===== config.mk =====
export PLATFORM = sky130hd
export DESIGN_NAME = rf_wb_arbiter
export DESIGN_NICKNAME = d
export VERILOG_FILES = /design/src/rtl/rf_wb_pkg.sv /design/src/rtl/rf_scoreboard.sv /design/src/rtl/rf_wb_arbiter.sv
export SDC_FILE = /design/constraint.sdc
export NUM_CORES = 1
export LEC_CHECK = 0
export BUFFER_PORTS_ARGS = -buffer_cell sky130_fd_sc_hd__buf_2
export CORE_ASPECT_RATIO = 0.9
export CORE_MARGIN = 1
export CORE_UTILIZATION = 25
export DETAILED_ROUTE_END_ITERATION = 8
export GPL_TIMING_DRIVEN = 1
export PLACE_DENSITY = 0.54
export REMOVE_ABC_BUFFERS = 1
export SETUP_SLACK_MARGIN = 0.5
export SYNTH_ARGS = -nofsm -noshare
export SYNTH_HDL_FRONTEND = slang
export SYNTH_SLANG_ARGS = --single-unit

===== constraint.sdc =====
create_clock -name clk -period 1.8 [get_ports clk]
set_clock_uncertainty 0.1 [all_clocks]
set_input_delay 0.09 -clock clk [delete_from_list [all_inputs] [get_ports clk]]
set_output_delay 0.09 -clock clk [all_outputs]
set_load 0.02 [all_outputs]

===== src/rtl/rf_wb_pkg.sv =====
// Shared definitions for the register-file writeback controller.
//   SEL_W    : register select width (8 registers)
//   DATA_W   : writeback data width
//   NUM_REGS : number of architectural registers tracked by the scoreboard
//   NUM_REQ  : number of writeback requesters (fixed at 2)
//   req_id_e : requester identity used by the arbiter
//   sel_onehot() : decodes a register select to a one-hot register mask
package rf_wb_pkg;

  localparam int unsigned SEL_W    = 3;
  localparam int unsigned DATA_W   = 16;
  localparam int unsigned NUM_REGS = 8;
  localparam int unsigned NUM_REQ  = 2;

  typedef enum logic {
    REQ_ALU = 1'b0,
    REQ_LD  = 1'b1
  } req_id_e;

  function automatic logic [NUM_REGS-1:0] sel_onehot(input logic [SEL_W-1:0] sel);
    logic [NUM_REGS-1:0] mask;
    mask      = '0;
    mask[sel] = 1'b1;
    return mask;
  endfunction

endpackage


===== src/rtl/rf_scoreboard.sv =====
// Pending-write scoreboard for the 8-entry register file.
// Tracks one busy bit per register: a decode reservation sets it, a granted
// writeback clears it, and a set beats a clear on the same register in the
// same cycle. Also produces the decode stall and a sticky protocol error.
// Ports:
//   clk, rst            : clock, synchronous active-low reset
//   set_en, set_sel     : reserve a destination register
//   clr0_en, clr0_sel   : writeback transfer from requester 0
//   clr1_en, clr1_sel   : writeback transfer from requester 1
//   rd1_en/sel, rd2_en/sel : decode source-register reads
//   stall               : a read source has a pending write
//   busy                : registered busy vector
//   err                 : sticky protocol error
module rf_scoreboard
  import rf_wb_pkg::*;
#(
  parameter int unsigned SB_SEL_W    = rf_wb_pkg::SEL_W,
  parameter int unsigned SB_NUM_REGS = rf_wb_pkg::NUM_REGS
) (
  input  logic                   clk,
  input  logic                   rst,
  input  logic                   set_en,
  input  logic [SB_SEL_W-1:0]    set_sel,
  input  logic                   clr0_en,
  input  logic [SB_SEL_W-1:0]    clr0_sel,
  input  logic                   clr1_en,
  input  logic [SB_SEL_W-1:0]    clr1_sel,
  input  logic                   rd1_en,
  input  logic [SB_SEL_W-1:0]    rd1_sel,
  input  logic                   rd2_en,
  input  logic [SB_SEL_W-1:0]    rd2_sel,
  output logic                   stall,
  output logic [SB_NUM_REGS-1:0] busy,
  output logic                   err
);

  logic [SB_NUM_REGS-1:0] busy_q, busy_d;
  logic [SB_NUM_REGS-1:0] set_mask, clr_mask;
  logic                   err_q, err_d;
  logic                   err_now;

  always_comb begin
    set_mask = '0;
    clr_mask = '0;
    if (set_en)  set_mask[set_sel]  = 1'b1;
    if (clr0_en) clr_mask[clr0_sel] = 1'b1;
    if (clr1_en) clr_mask[clr1_sel] = 1'b1;

    // Clear first, then set: a same-cycle reservation keeps the register busy.
    busy_d = (busy_q & ~clr_mask) | set_mask;

    err_now = 1'b0;
    if (clr0_en && !busy_q[clr0_sel]) err_now = 1'b1;
    if (clr1_en && !busy_q[clr1_sel]) err_now = 1'b1;
    // Re-reserving is legal only when the old write retires this same cycle.
    if (set_en && busy_q[set_sel] && !clr_mask[set_sel]) err_now = 1'b1;
    if (clr0_en && clr1_en && (clr0_sel == clr1_sel)) err_now = 1'b1;

    err_d = err_q | err_now;
  end

  always_ff @(posedge clk) begin
    if (!rst) begin
      busy_q <= '0;
      err_q  <= 1'b0;
    end else begin
      busy_q <= busy_d;
      err_q  <= err_d;
    end
  end

  // Registered busy only: no combinational path from the writeback inputs.
  assign stall = (rd1_en & busy_q[rd1_sel]) | (rd2_en & busy_q[rd2_sel]);
  assign busy  = busy_q;
  assign err   = err_q;

endmodule


===== src/rtl/rf_wb_arbiter.sv =====
// Writeback controller sharing the register file's single write port between
// the ALU (requester 0) and the load unit (requester 1), with a pending-write
// scoreboard for decode hazard stalls.
// Build option:
//   RF_WB_RR_EN defined   : round-robin arbitration with an rr pointer flop
//   RF_WB_RR_EN undefined : fixed priority, requester 0 wins contention
// Ports:
//   clk, rst                      : clock, synchronous active-low reset
//   wbN_valid/sel/data, wbN_ready : writeback requesters and their grants
//   rsv_valid, rsv_sel            : decode destination reservation
//   rd1_en/sel, rd2_en/sel, stall : decode source reads and hazard stall
//   rf_write/writeregsel/writedata: registered register-file write port
//   busy, err                     : scoreboard vector, sticky protocol error
module rf_wb_arbiter #(
  parameter int unsigned NUM_REQ = rf_wb_pkg::NUM_REQ,
  parameter int unsigned DATA_W  = rf_wb_pkg::DATA_W,
  parameter int unsigned SEL_W   = rf_wb_pkg::SEL_W
) (
  input  logic                          clk,
  input  logic                          rst,
  input  logic                          wb0_valid,
  input  logic [SEL_W-1:0]              wb0_sel,
  input  logic [DATA_W-1:0]             wb0_data,
  output logic                          wb0_ready,
  input  logic                          wb1_valid,
  input  logic [SEL_W-1:0]              wb1_sel,
  input  logic [DATA_W-1:0]             wb1_data,
  output logic                          wb1_ready,
  input  logic                          rsv_valid,
  input  logic [SEL_W-1:0]              rsv_sel,
  input  logic                          rd1_en,
  input  logic [SEL_W-1:0]              rd1_sel,
  input  logic                          rd2_en,
  input  logic [SEL_W-1:0]              rd2_sel,
  output logic                          stall,
  output logic                          rf_write,
  output logic [SEL_W-1:0]              rf_writeregsel,
  output logic [DATA_W-1:0]             rf_writedata,
  output logic [rf_wb_pkg::NUM_REGS-1:0] busy,
  output logic                          err
);

  import rf_wb_pkg::*;

  logic [NUM_REQ-1:0] valid_vec;
  logic [NUM_REQ-1:0] ready_vec;
  logic [NUM_REQ-1:0] xfer_vec;
  req_id_e            pri;
  req_id_e            winner;
  logic               xfer;
  logic [SEL_W-1:0]   grant_sel;
  logic [DATA_W-1:0]  grant_data;

  logic               rf_write_q;
  logic [SEL_W-1:0]   rf_sel_q;
  logic [DATA_W-1:0]  rf_data_q;

`ifdef RF_WB_RR_EN
  req_id_e rr_q, rr_d;
  logic    contested;

  always_comb begin
    contested = rst & wb0_valid & wb1_valid;
    rr_d      = rr_q;
    // Only contested cycles move the pointer, and it lands on the loser.
    if (contested) rr_d = (rr_q == REQ_ALU) ? REQ_LD : REQ_ALU;
  end

  always_ff @(posedge clk) begin
    if (!rst) rr_q <= REQ_ALU;
    else      rr_q <= rr_d;
  end

  assign pri = rr_q;
`else
  assign pri = REQ_ALU;
`endif

  always_comb begin
    valid_vec = {wb1_valid, wb0_valid};
    winner    = REQ_ALU;
    if (valid_vec[REQ_LD] && (!valid_vec[REQ_ALU] || (pri == REQ_LD))) winner = REQ_LD;

    ready_vec = '0;
    // Ready follows valid of the winner only, and is held low during reset.
    if (rst) ready_vec[winner] = valid_vec[winner];

    xfer_vec = valid_vec & ready_vec;
    xfer     = |xfer_vec;

    grant_sel  = wb0_sel;
    grant_data = wb0_data;
    if (xfer_vec[REQ_LD]) begin
      grant_sel  = wb1_sel;
      grant_data = wb1_data;
    end
  end

  assign wb0_ready = ready_vec[REQ_ALU];
  assign wb1_ready = ready_vec[REQ_LD];

  always_ff @(posedge clk) begin
    if (!rst) begin
      rf_write_q <= 1'b0;
      rf_sel_q   <= '0;
      rf_data_q  <= '0;
    end else begin
      rf_write_q <= xfer;
      if (xfer) begin
        rf_sel_q  <= grant_sel;
        rf_data_q <= grant_data;
      end
    end
  end

  assign rf_write       = rf_write_q;
  assign rf_writeregsel = rf_sel_q;
  assign rf_writedata   = rf_data_q;

  rf_scoreboard #(
    .SB_SEL_W    (SEL_W),
    .SB_NUM_REGS (NUM_REGS)
  ) u_scoreboard (
    .clk      (clk),
    .rst      (rst),
    .set_en   (rsv_valid),
    .set_sel  (rsv_sel),
    .clr0_en  (xfer_vec[REQ_ALU]),
    .clr0_sel (wb0_sel),
    .clr1_en  (xfer_vec[REQ_LD]),
    .clr1_sel (wb1_sel),
    .rd1_en   (rd1_en),
    .rd1_sel  (rd1_sel),
    .rd2_en   (rd2_en),
    .rd2_sel  (rd2_sel),
    .stall    (stall),
    .busy     (busy),
    .err      (err)
  );

endmodule


* Word level (Yosys, flattened, before mapping)
Index checks and enable logic that the tools add are counted.
** Storage, ports and cells
- Register bits after elaboration :: 29
** Operators by class
- Order comparisons :: 10
- Eq/ne operators :: 1
- Muxes and demuxes :: 33
- Bitwise gates (word level) :: 10
- Reduce and logical (&&, ||, !) cells :: 16
** Operator list (count)
- $mux W8 :: 3
- $lt A3 B4 Y1 const B :: 5
- $bmux W1 S3 :: 6
- $mux W1 :: 17
- $mux W16 :: 1
- $or A8 B8 Y8 :: 2
- $logic_and A1 B1 Y1 :: 11
- $demux W1 S3 :: 3
- $ge A3 B1 Y1 const B :: 3
- $and A8 B8 Y8 :: 1
- $not A8 Y8 :: 1
- $and A2 B2 Y2 :: 2
- $logic_not A1 Y1 :: 4
- $eq A3 B3 Y1 :: 1
- $mux W3 :: 1
- $and A1 B1 Y1 :: 2
- $lt A1 B2 Y1 const B :: 1
- $mux W2 :: 1
- $or A1 B1 Y1 :: 2
- $reduce_or A2 Y1 :: 1
- $demux W1 S1 :: 1
- $ge A1 B1 Y1 const B :: 1

* Longest topological paths before layout
- Word-level depth :: 20
- Depth in mapped cells :: 7

* Cells and area by module
Synthesis repeated with hierarchy kept, for this count alone.
** Second synthesis, totals
- Cells, all modules :: 188
- Area, all modules :: 2052.0 µm²
** By module, submodules not included
- rf_wb_arbiter :: times used 1, cells an instance 90, area each 1076.0 µm², sequential area each 400.4 µm²
- rf_scoreboard :: times used 1, cells an instance 98, area each 975.9 µm², sequential area each 180.2 µm²

* Worst setup path after synthesis
Ideal clock, no wire load.
- Path type :: register to output
- Start point :: register u_scoreboard.busy_q[7] (netlist: u_scoreboard.busy[7])
- End point :: output port stall
- Arrival :: 1.422 ns
- Data required time :: 1.610 ns
- Setup slack :: 0.188 ns
- Cell stages (with the launch flop) :: 4
- Buffers on the path :: 0
- Cell sequence :: dfxtp_1 mux4_2 mux2_2 a22o_1
** On the way
- Cells in the longest elaborated chain, start to end :: 4
** Ends and longest elaborated chain
- start, declared :: RTL line rf_scoreboard.sv:37 : logic [SB_NUM_REGS-1:0] busy_q, busy_d;
- start signal, assigned :: RTL line rf_scoreboard.sv:67 : busy_q <= busy_d;
- $bmux W1 S3 :: RTL line rf_scoreboard.sv:73 : assign stall = (rd1_en & busy_q[rd1_sel]) | (rd2_en & busy_q[rd2_sel]);
- $mux W1 (implied by the code) :: RTL line rf_scoreboard.sv:73
- $and A1 B1 Y1 :: RTL line rf_scoreboard.sv:73
- $or A1 B1 Y1 * :: RTL line rf_scoreboard.sv:73
- end, declared :: RTL line rf_wb_arbiter.sv:35 : output logic stall,
Mark *: on every way between the ends. The rest lies on a longest branch, timed or not. The select of a mux whose other input is x is not followed.

* Worst setup path after layout
- Start point :: register u_scoreboard.busy_q[3] (netlist: u_scoreboard.busy[3])
- End point :: output port stall
The elaborated chain is that of the path after synthesis.

==> metrics <==
status finished with violations; failing checks setup timing; EDFF count, synth 0; sum of negative setup slack -106 ps; I/O pins between 80 and 90; area of the mapped netlist between 0.0015 and 0.002 mm²; post-layout util 35.6%; dpl cells between 300 and 400; worst r2r path cells 6; period utilization 106%; count of final hold-check violations 0; Post-synth ARST share 0%; Top FF cell, synth dfxtp_1; Distinct cells, synth 40; Core Area between 0.007 and 0.008 mm²; Setup Crit Path Kind flop to output pin; worst min path class input port to flop; Antenna Nets Post-Route 0; DR vias/cell just under 5; wl on met1 around 2.3 mm; First-pass DRT Iterations 4; clk_lat worst skew between 200 and 300 ps; die area 0.00789 mm²; cts hold-fix bufs 0; relative slew slack 68.5%; width of the die 93.5 µm; worst-path maximum fanout 4; area leader, netlist dfxtp_1; WL/cell ~14 µm; Fmax 525 MHz; vias in the first global route about 1.8k; Clock Tree Root clkbuf_8; most numerous cell in the Yosys netlist dfxtp_1; final worst setup slack -106 ps; Antenna Cells 0; P_leak between 0.001 and 0.0015 µW; FP Rows 29; Total GRT Usage between 10% and 20%; htree depth 2; #FFs+latches synth 29; first-pass GRT wire length approximately 8.3 mm; met3 wire len between 200 and 300 µm; GPL Wtd Cong ~0.85; Max Used Layer met4; DR iter-0 viols just over 80; Port-buffer cells 85; CP Data Required Time around 1600 ps; largest net degree at the start of global routing 29; Reg clk slew, reported paths about 60 ps; synth cell count leaders dfxtp_1, nand2_1, and2_1, mux2i_1, o21ai_0; Layout area overhead 35.8%; max-cap viol count 0; Startpoint Class flop; layout net count 345; CTS sink cnt 29; Peak VDD IR about 0.00025 V; fin cells 385; RSZ-0062 raised after global routing yes; reg2reg setup slack ~190 ps; cts bufs inserted 5; post-layout min period approximately 1900 ps; vias 1865; power per standard cell area about 700 mW/mm²; dpl hpwl approximately 4.1 mm; Final Power ~1800 µW; CTS tree done; Mapped Cells 209; Initial Util a little over a quarter; Synth top area share between 30% and 40%; Die Height ~84 µm; minimum hold slack 16.4 ps; top cells by area, synth dfxtp_1, mux4_2, mux2i_1; DR WL met2 roughly 2.6 mm; Syn. warnings 0; hold path depth 4; # DRC 0; Slew Limit Fails 0; initial antenna violation count 0; Final setup viols 1; average size of a mapped cell around 9 µm²; Least-Margin Pin Slew 466 ps; GR Overflow Total 0; layout cells sized above 1 42.5%; post-synthesis sequential area ratio a little under a third; CTS max path bufs 2; Routed Wire Length between 5 and 6 mm; critical path endpoint category output pin; Worst Path Arrival around 1700 ps
[registers in the layout, summed over array words and instances (netlist names)]
name / flops
rf_write: 1
rf_writedata: 16
rf_writeregsel: 3
u_scoreboard.busy: 8
u_scoreboard.err: 1
[cells in the final DEF, fill, tap and decap left out, types with 5 or more instances in the layout]
master,count
inv_1,7
o21ai_0,19
buf_4,9
a32oi_1,6
nand3_1,5
mux2i_1,20
dfxtp_1,23
clkbuf_8,6
nor2b_1,12
and2_1,20
nand2_1,23
mux4_2,10
buf_2,84
[per-layer routing]
layer / up-vias / GRT usage [%]
li1: 915 / -
met1: 875 / 16.2
met2: 66 / 23.1
met3: 9 / 2.36
met4: 0 / 5.73
met5: - / 0
[final timing paths]
path | from | to
max | u_scoreboard.busy[3] | stall
max reg2reg | u_scoreboard.busy[3] | u_scoreboard.err
min reg2reg | u_scoreboard.busy[6] | u_scoreboard.busy[6]
min | wb0_data[10] | rf_writedata[10]
[area by class of cell]
cell class              instances  area, µm²
repair buffers                 95        510
multi-input cells             153       1200
inverters                       7       26.3
well taps                      93        116
clock buffers                   7       86.3
flip-flops and latches         29        593
fillers                       765       4620
clock inverters                 1       30.0
[through the flow]
step                      instance area, µm²  worst slack (ps)
after detailed placement                2400               136
after CTS                               2560              -111
after global routing                    2560              -169
after global placement                  2400               159
after floorplan                         1800               188
final                                   2560              -106
[critical path, cell delays in order (launching register included)]
cell     delay [ps]
dfxtp_4         360
mux4_2          460
mux2_4          280
a22o_1          220
buf_6           130
[cell families (layout without fill, tap and decap cells)]
logic type / Yosys count / after routing / share of synthesized area (%)
AO/OA/AOI/OAI: 44 / 44 / 16.7
multiplexers: 32 / 32 / 23.8
AND/OR/NAND/NOR: 77 / 77 / 22.9
buffers and inverters: 27 / 110 / 5.84
flip-flops: 29 / 29 / 30.8
[where the power goes]
group	internal, µW	switching (µW)
clock	451	229
sequential	679	22.8
combinational	184	210
total	1310	462
[what timing repair did]
action	4_1_cts	5_1_grt
buffers inserted	2	0
hold endpoints to repair	0	0
pin swaps	1	1
resized for setup	12	0
endpoints found under the setup margin	2	2
Power figures use the tool's default switching activity.
